===== src/rtl/tick_bcd_counter_pkg.sv =====
// rtl/tick_bcd_counter_pkg.sv - shared types and seven-segment table for the tick BCD counter
package tick_counter_pkg;

   typedef enum logic {
      STOPPED = 1'b0,
      RUNNING = 1'b1
   } state_t;

   typedef logic [3:0] bcd_t;

   localparam logic [6:0] SEG_BLANK = 7'b0000000;

   // Active-high {g,f,e,d,c,b,a}, entry 9 first so SEG_TABLE[d] selects digit d
   localparam logic [9:0][6:0] SEG_TABLE = {
      7'b1101111,
      7'b1111111,
      7'b0000111,
      7'b1111101,
      7'b1101101,
      7'b1100110,
      7'b1001111,
      7'b1011011,
      7'b0000110,
      7'b0111111
   };

endpackage


===== src/rtl/tick_bcd_counter_if.sv =====
// rtl/tick_bcd_counter_if.sv - control/display bundle of the tick BCD counter; dir exists only with DOWN_COUNT_EN
interface tick_bcd_counter_if;
   import tick_counter_pkg::*;

   logic       slow_clk;
   logic       start_stop;
   logic       clear;
`ifdef DOWN_COUNT_EN
   logic       dir;
`endif
   bcd_t       ones_bcd;
   bcd_t       tens_bcd;
   logic [6:0] seg_ones;
   logic [6:0] seg_tens;
   logic       running;
   logic       wrap;

   modport slave (
`ifdef DOWN_COUNT_EN
      input  dir,
`endif
      input  slow_clk,
      input  start_stop,
      input  clear,
      output ones_bcd,
      output tens_bcd,
      output seg_ones,
      output seg_tens,
      output running,
      output wrap
   );

   modport master (
`ifdef DOWN_COUNT_EN
      output dir,
`endif
      output slow_clk,
      output start_stop,
      output clear,
      input  ones_bcd,
      input  tens_bcd,
      input  seg_ones,
      input  seg_tens,
      input  running,
      input  wrap
   );

endinterface


===== src/rtl/seg7_decoder.sv =====
// rtl/seg7_decoder.sv - combinational BCD to active-high seven-segment decode
module seg7_decoder
   import tick_counter_pkg::*;
(
   input  bcd_t       bcd,
   output logic [6:0] seg
);

   // 10..15 cannot occur; blank them rather than show garbage
   always_comb begin
      seg = SEG_BLANK;
      if (bcd <= 4'd9) begin
         seg = SEG_TABLE[bcd];
      end
   end

endmodule


===== src/rtl/tick_bcd_counter.sv =====
// rtl/tick_bcd_counter.sv - two-digit BCD counter of divider ticks with run/stop FSM; DOWN_COUNT_EN adds dir
module tick_bcd_counter
   import tick_counter_pkg::*;
#(
   parameter int MODULO         = 60,
   parameter bit SEG_ACTIVE_LOW = 1'b1
)
(
   input logic             clk,
   input logic             reset,
   tick_bcd_counter_if.slave bus
);

   localparam bcd_t       LAST_ONES = bcd_t'((MODULO - 1) % 10);
   localparam bcd_t       LAST_TENS = bcd_t'((MODULO - 1) / 10);
   localparam logic [6:0] SEG_ZERO  = SEG_ACTIVE_LOW ? ~SEG_TABLE[0] : SEG_TABLE[0];

   logic [2:0] slow_sync;
   logic [2:0] ss_sync;
   logic       tick;
   logic       ss_edge;
   logic       down;
   logic       at_limit;
   logic       count_en;
   state_t     state;
   state_t     state_next;
   bcd_t       ones;
   bcd_t       tens;
   logic       wrap_q;
   logic [6:0] dec_ones;
   logic [6:0] dec_tens;
   logic [6:0] seg_ones_q;
   logic [6:0] seg_tens_q;

   // bit0/bit1 synchronize, bit2 holds history for edge detection
   always_ff @(posedge clk or negedge reset) begin
      if (!reset) begin
         slow_sync <= 3'b000;
         ss_sync   <= 3'b000;
      end else begin
         slow_sync <= {slow_sync[1:0], bus.slow_clk};
         ss_sync   <= {ss_sync[1:0], bus.start_stop};
      end
   end

   assign tick    = slow_sync[1] & ~slow_sync[2];
   assign ss_edge = ss_sync[1] & ~ss_sync[2];

`ifdef DOWN_COUNT_EN
   assign down = bus.dir;
`else
   assign down = 1'b0;
`endif

   always_ff @(posedge clk or negedge reset) begin
      if (!reset) begin
         state <= STOPPED;
      end else begin
         state <= state_next;
      end
   end

   always_comb begin
      state_next = state;
      if (ss_edge) begin
         state_next = (state == RUNNING) ? STOPPED : RUNNING;
      end
   end

   // Uses the pre-toggle state so a stop edge still counts its tick
   assign count_en = tick && (state == RUNNING);
   assign at_limit = down ? ((ones == 4'd0) && (tens == 4'd0))
                          : ((ones == LAST_ONES) && (tens == LAST_TENS));

   always_ff @(posedge clk or negedge reset) begin
      if (!reset) begin
         ones   <= 4'd0;
         tens   <= 4'd0;
         wrap_q <= 1'b0;
      end else if (bus.clear) begin
         ones   <= 4'd0;
         tens   <= 4'd0;
         wrap_q <= 1'b0;
      end else begin
         wrap_q <= count_en && at_limit;
         if (count_en) begin
            if (at_limit) begin
               ones <= down ? LAST_ONES : 4'd0;
               tens <= down ? LAST_TENS : 4'd0;
            end else if (down) begin
               if (ones == 4'd0) begin
                  ones <= 4'd9;
                  tens <= tens - 4'd1;
               end else begin
                  ones <= ones - 4'd1;
               end
            end else begin
               if (ones == 4'd9) begin
                  ones <= 4'd0;
                  tens <= tens + 4'd1;
               end else begin
                  ones <= ones + 4'd1;
               end
            end
         end
      end
   end

   seg7_decoder u_dec_ones (.bcd(ones), .seg(dec_ones));
   seg7_decoder u_dec_tens (.bcd(tens), .seg(dec_tens));

   always_ff @(posedge clk or negedge reset) begin
      if (!reset) begin
         seg_ones_q <= SEG_ZERO;
         seg_tens_q <= SEG_ZERO;
      end else begin
         seg_ones_q <= SEG_ACTIVE_LOW ? ~dec_ones : dec_ones;
         seg_tens_q <= SEG_ACTIVE_LOW ? ~dec_tens : dec_tens;
      end
   end

   assign bus.ones_bcd = ones;
   assign bus.tens_bcd = tens;
   assign bus.seg_ones = seg_ones_q;
   assign bus.seg_tens = seg_tens_q;
   assign bus.running  = (state == RUNNING);
   assign bus.wrap     = wrap_q;

endmodule


===== src/flat_wrapper.sv =====
// flat-port wrapper written by rule: the top's interface ports become plain ports
module tick_bcd_counter_flat import tick_counter_pkg::*;
#(
   parameter int MODULO         = 60,
   parameter bit SEG_ACTIVE_LOW = 1'b1
)
  (clk, reset, bus_slow_clk, bus_start_stop, bus_clear, bus_ones_bcd, bus_tens_bcd, bus_seg_ones, bus_seg_tens, bus_running, bus_wrap);
  tick_bcd_counter_if bus_i ();
  input logic clk;
  input logic reset;
  input wire logic [$bits(bus_i.slow_clk)-1:0] bus_slow_clk;
  input wire logic [$bits(bus_i.start_stop)-1:0] bus_start_stop;
  input wire logic [$bits(bus_i.clear)-1:0] bus_clear;
  output wire logic [$bits(bus_i.ones_bcd)-1:0] bus_ones_bcd;
  output wire logic [$bits(bus_i.tens_bcd)-1:0] bus_tens_bcd;
  output wire logic [$bits(bus_i.seg_ones)-1:0] bus_seg_ones;
  output wire logic [$bits(bus_i.seg_tens)-1:0] bus_seg_tens;
  output wire logic [$bits(bus_i.running)-1:0] bus_running;
  output wire logic [$bits(bus_i.wrap)-1:0] bus_wrap;
  assign bus_i.slow_clk = bus_slow_clk;
  assign bus_i.start_stop = bus_start_stop;
  assign bus_i.clear = bus_clear;
  assign bus_ones_bcd = bus_i.ones_bcd;
  assign bus_tens_bcd = bus_i.tens_bcd;
  assign bus_seg_ones = bus_i.seg_ones;
  assign bus_seg_tens = bus_i.seg_tens;
  assign bus_running = bus_i.running;
  assign bus_wrap = bus_i.wrap;
  tick_bcd_counter #(.MODULO(MODULO), .SEG_ACTIVE_LOW(SEG_ACTIVE_LOW)) u_core (.clk(clk), .reset(reset), .bus(bus_i));
endmodule

===== config.mk =====
export PLATFORM = sky130hd
export DESIGN_NAME = tick_bcd_counter_flat
export DESIGN_NICKNAME = d
export VERILOG_FILES = /design/src/rtl/tick_bcd_counter_pkg.sv /design/src/rtl/tick_bcd_counter_if.sv /design/src/rtl/seg7_decoder.sv /design/src/rtl/tick_bcd_counter.sv /design/src/flat_wrapper.sv
export SDC_FILE = /design/constraint.sdc
export NUM_CORES = 1
export LEC_CHECK = 0
export CORE_ASPECT_RATIO = 0.9
export CORE_MARGIN = 3
export CORE_UTILIZATION = 45
export CTS_CLUSTER_DIAMETER = 120
export DETAILED_ROUTE_END_ITERATION = 12
export GPL_TIMING_DRIVEN = 0
export HOLD_SLACK_MARGIN = 0.08
export PLACE_DENSITY = 0.78
export SLEW_MARGIN = 20
export SYNTH_ARGS = -nofsm -noshare
export SYNTH_HDL_FRONTEND = slang
export SYNTH_SLANG_ARGS = --single-unit

===== constraint.sdc =====
create_clock -name clk -period 2 [get_ports clk]
set_input_delay 0.2 -clock clk [delete_from_list [all_inputs] [get_ports clk]]
set_output_delay 0.2 -clock clk [all_outputs]
set_load 0.005 [all_outputs]

==> flow_summary.toml, run 1 <==
[synth]
synth_enable_flop_cells = 0
yosysWarnings = 0
syn-cell-area_mm2 = 0.00146
synthArstFlopShare = 1.00
syn_nets = 159
synth-seq-cells = 30
synth_area_leaders = "dfrtp_1 (48%), ha_1 (12%), a21oi_1 (4.8%), nand2_1 (4.4%), dfstp_2 (3.6%)"
syn_area_per_cell_um2 = 10.4
synthFlopType = "dfrtp_1"
yosysUniqueCellTypes = 35
yosysTopAreaCell = "dfrtp_1"
ys_seq_area_frac = 0.518
synthCells = 140
yosysTopAreaCellShare = 0.482

[sta]
fin_setup_tns_ns = 0
rsz0062_at_grt = "false"
timing.fmax_mhz = 615
tightest_slew_ns = 0.647
finalClockSkew_ns = 0.00816
slew_headroom = 0.569
finalMaxSlewViolations = 0
hold_viol_final = 0
setup_viol = 0
fin_crit_ns = 1.63
fin_crit_sh = 0.813
setup_slack_ns = 0.373

[global_routing]
antenna_found_initial = 0
grt_overflow = 0
grt_pass1_vias = 1064
grtUsageMet3 = 0.0752
busiest_layer = "met2"
grt_use_met1 = 0.208
grt_use_met2 = 0.264
grt_usage = 0.169
grt_max_degree = 31
grt_pass1_wl_um = 4860

[critical_path]
critPathKind = "reg -> out"
start_kind = "flop"
endpoint_kind = "output port"
critPathTopFamily = "buffers and inverters"
arrival_ns = 1.43
slowest_stage = "clkdlybuf4s50_1"
max_stage_delay_ns = 0.56
timing.critical_path.buf_inv = 1
worstPathCellList = "clkdlybuf4s50_1"
crit_fanout = 9
critPathRequiredTime_ns = 1.80

[floorplan]
core_area_mm2 = 0.00291
initial_utilization = 0.501
die_x_um = 65.9
die_h_um = 59.9
rows = 18
ios = 29
die-area_mm2 = 0.00395

[finish]
drive_gt1_frac = 0.107
final_nets = 195
fin_util = 0.655
fin_cells = 217
syn_to_final_growth_pct = 30.7
antennaDiodeCount = 0

[detailed_routing]
ant_nets = 0
vias_per_cell = 5.35
routedWlPerCell_um = 13.7
drc = 0
vias = 1160
drt_iter0_drc = 83
drt_wl_total_um = 2970
firstDrtPassIters = 4

[cts]
clk_latency_ns = 0.34
root_buffer = "clkbuf_4"
clkSinkCount = 30
h-tree-depth = 2
clk_pin_slew_worst_paths_ns = 0.10
cts.path.max_buffers = 2
cts_tree = "yes"
numCtsBuffers = 5

[placement]
portBuffers = 28
place.gp.congestion = 0.829
dpl.cell_count = 208
pre_cts_slack_ns = 0.427
dp_hpwl_um = 2100

[status]
status = "completed"

[pwr]
peakVddDrop_mv = 0.403
total_power_uw = 1480
power-per-cell-area_mw_per_mm2 = 780
p_leak_uw = 0.000883

[hold_path]
min_path_type = "in -> reg"

[flow_run]
drv_cap = 0
==> through the flow <==
step	hold slack, ns	instance area [um2]
after floorplan	-0.0956	1460
after global placement	0.341	1790
after detailed placement	0.263	1780
after CTS	0.302	1900
after global routing	0.283	1900
final	0.306	1900
==> final timing paths <==
kind | to | startpoint | cells past startpoint | slack [ns]
worst max-delay path | bus_ones_bcd[0] | u_core.bus.ones_bcd[0]$_DFFE_PN0P_ | 1 | 0.37
min in group asynchronous | u_core.bus.ones_bcd[0]$_DFFE_PN0P_ | reset | 2 | 0.41
max in group asynchronous | u_core.bus.seg_tens[2]$_DFF_PN0_ | reset | 2 | 1.16
worst min-delay path | u_core.slow_sync[0]$_DFF_PN0_ | bus_slow_clk | 1 | 0.31
worst max register to register | u_core.bus.tens_bcd[3]$_DFFE_PN0P_ | u_core.bus.ones_bcd[1]$_DFFE_PN0P_ | 5 | 0.38
worst min register to register | u_core.slow_sync[1]$_DFF_PN0_ | u_core.slow_sync[0]$_DFF_PN0_ | 0 | 0.36
==> report_power, final <==
part           switching [uW]  leakage [uW]  internal, uW
registers                31.7      0.000394           640
logic                    77.8      0.000430          91.2
clock network             219     0.0000585           423
==> cell usage after synthesis, types with 3 or more instances <==
| master | n |
|---|---|
| dfrtp_1 | 28 |
| nand2_1 | 17 |
| a21oi_1 | 14 |
| ha_1 | 14 |
| inv_1 | 9 |
| nor2_1 | 9 |
| o21ai_0 | 8 |
| nand2b_1 | 6 |
| buf_2 | 3 |
| nand3_1 | 3 |
==> layout by cell type, fill, tap and decap left out, types with 2 or more instances in the layout <==
cell and n:
dfstp_2 2, bufinv_16 2, a22oi_1 2, buf_2 4, dfrtp_1 28, nor2_1 9
nand3_1 3, nand2_1 17, nand3b_1 2, ha_1 14, inv_1 9, o21ai_0 8
nand4_1 2, clkbuf_4 5, a21oi_1 14, clkdlybuf4s50_1 27, nand2b_1 6
==> routing by layer <==
metal  up-vias  wire (um)
met5         -          0
met1       563       1270
met2        42       1430
met3         9        201
li1        546          -
met4         0         59
==> cell type report <==
class                   instances  area (um2)
well taps                      40        50.0
inverters                      10        37.5
fillers                       221        1000
clock buffers                   6        51.3
clock inverters                 2        60.1
flip-flops and latches         30         753
plain buffers                   5        33.8
multi-input cells              95         631
repair buffers                 29         285
==> sequential cells by signal, summed over array words and instances (netlist names) <==
signal / flops
u_core.bus.ones_bcd: 4
u_core.bus.running: 1
u_core.bus.seg_ones: 7
u_core.bus.seg_tens: 7
u_core.bus.tens_bcd: 4
u_core.bus.wrap: 1
u_core.slow_sync: 3
u_core.ss_sync: 3
==> cells by family (layout without fill, tap and decap cells) <==
group	after synthesis	count (layout)	share of synthesized area
flops	30	30	0.518
xor+xnor	1	1	0.00602
buf+inv	15	52	0.0490
fa+ha+maj	14	14	0.120
simple gates	47	47	0.170
compound gates	33	33	0.137
==> repair_timing <==
action	4_1_cts	5_1_grt
hold buffers	1	0
gates resized for setup	0	0
buffers inserted	0	0
hold endpoints to repair	28	0
Note: power is estimated with default switching activity, not from simulation.
==> run 2: changes to the inputs <==
- PLACE_DENSITY: 0.78 -> 0.81
- clock period: 2 -> 1.3 ns (I/O delays scaled with it)
==> flow_summary.toml, run 2 (synthesis gave the netlist of run 1 again) <==
[sta]
hold_viol_final = 0
timing.fmax_mhz = 703
hold_ws_ns = 0.236
slew_headroom = 0.566
rsz0062_at_grt = "true"
finalMaxSlewViolations = 0
fin_crit_sh = 1.09
fin_crit_ns = 1.42
finalClockSkew_ns = 0.0104
setup_slack_ns = -0.123
setup_viol = 15
tightest_slew_ns = 0.651
fin_setup_tns_ns = -0.925

[placement]
dpl.cell_count = 208
place.gp.congestion = 0.890
portBuffers = 28
dp_hpwl_um = 2090

[critical_path]
endpoint_kind = "flop"
crit_fanout = 4
critPathKind = "reg -> reg"
arrival_ns = 1.68
critPathRequiredTime_ns = 1.55
start_kind = "flop"

[finish]
regArea_um2 = 759
antennaDiodeCount = 0
mostFrequentLayoutCells = "dfrtp_1 (23), buf_4 (19), nand2_1 (16)"
final_common_cell = "dfrtp_1"
fill_cells = 181
final_nets = 214
fin_cells = 236
multi_input_area_um2 = 719
drive_gt1_frac = 0.316
syn_to_final_growth_pct = 44.5

[detailed_routing]
firstDrtPassIters = 4
drt_wl_total_um = 3700
vias = 1256
drc = 0
ant_nets = 0
routedWlPerCell_um = 15.7
vias_per_cell = 5.32
drt_iter0_drc = 83

[global_routing]
grt_usage = 0.189
grt_pass1_vias = 1160
grt_max_degree = 31
grtUsageMet3 = 0.0658
grt_pass1_wl_um = 5420
busiest_layer = "met2"
grt_use_met1 = 0.233
grt_overflow = 0
antenna_found_initial = 0
grt_use_met2 = 0.300

[floorplan]
initial_utilization = 0.501
core_area_mm2 = 0.00291
die_h_um = 59.9
die_x_um = 65.9
ios = 29
rows = 18
die-area_mm2 = 0.00395

[cts]
h-tree-depth = 2
root_buffer = "clkbuf_4"
numCtsBuffers = 5
cts_tree = "yes"
clk_latency_ns = 0.33
clk_pin_slew_worst_paths_ns = 0.10
clkSinkCount = 30
cts.path.max_buffers = 2

[flow_run]
drv_cap = 0

[status]
status = "complete, but fails checks"
violations = "negative setup slack"

[pwr]
total_power_uw = 1910
p_leak_uw = 0.00119
peakVddDrop_mv = 0.563
power-per-cell-area_mw_per_mm2 = 908

[hold_path]
min_path_type = "in -> reg"
==> run 2: cell count changes in the layout (fill, tap and decap cells not counted), sizes merged, moves of 2 or more <==
cell	change
dlygate4sd2	+13
bufinv	-2
buf	+19
clkinv	+2
dlymetal6s2s	+10
clkdlybuf4s50	-24
==> run 2: report_power, final <==
| group | switching [uW] | internal [uW] | leakage, uW |
|---|---|---|---|
| Clock | 333 | 206 | 0.0000320 |
| Combinational | 182 | 178 | 0.000777 |
| Sequential | 24.3 | 986 | 0.000386 |
| Total | 540 | 1370 | 0.00119 |
==> run 2: area by class of cell <==
cell class / instances / share of cell area
inverters: 10 / 0.0202
clock inverters: 2 / 0.00476
clock buffers: 6 / 0.0196
flip-flops and latches: 30 / 0.361
multi-input cells: 95 / 0.342
plain buffers: 4 / 0.0137
repair buffers: 49 / 0.215
well taps: 40 / 0.0238
==> run 2: metrics by stage <==
step / area, um2 / utilization / setup WS (ns)
2_1_floorplan: 1470 / - / 0.0000993
3_3_place_gp: 1800 / 0.620 / -0.454
3_5_place_dp: 1800 / 0.618 / -0.183
4_1_cts: 2010 / 0.692 / -0.0892
5_1_grt: 2100 / 0.724 / -0.171
6_report: 2100 / 0.724 / -0.123
==> run 2: timing repair <==
action / 4_1_cts / 5_1_grt
endpoints found under the hold margin: 28 / 0
pin swaps: 9 / 9
setup buffers: 17 / 3
endpoints found under the setup margin: 36 / 30
gates resized for setup: 32 / 23
hold buffers: 1 / 0
cloned: 0 / 0
==> run 2: critical path, stage by stage, from the launching register on <==
cell and delay [ns]:
dfrtp_2 0.42, buf_4 0.13, buf_4 0.11, nand2_1 0.06, or4_1 0.43, a31oi_1 0.19
==> run 2: per-layer routing <==
metal / vias to the layer above / part of all wire
li1: 584 / -
met1: 595 / 0.42
met2: 66 / 0.49
met3: 11 / 0.065
met4: 0 / 0.026
met5: - / 0
==> run 2: final timing paths <==
kind / start / to / slack, ns / cells after the start
max: u_core.bus.ones_bcd[0]$_DFFE_PN0P_ / u_core.bus.ones_bcd[3]$_DFFE_PN0P_ / -0.12 / 5
min: bus_slow_clk / u_core.slow_sync[0]$_DFF_PN0_ / 0.24 / 1
max reg2reg: u_core.bus.ones_bcd[0]$_DFFE_PN0P_ / u_core.bus.ones_bcd[3]$_DFFE_PN0P_ / -0.12 / 5
min reg2reg: u_core.slow_sync[0]$_DFF_PN0_ / u_core.slow_sync[1]$_DFF_PN0_ / 0.36 / 0
max in group asynchronous: reset / u_core.bus.tens_bcd[3]$_DFFE_PN0P_ / 0.49 / 2
min in group asynchronous: reset / u_core.bus.seg_ones[4]$_DFF_PN0_ / 0.34 / 2
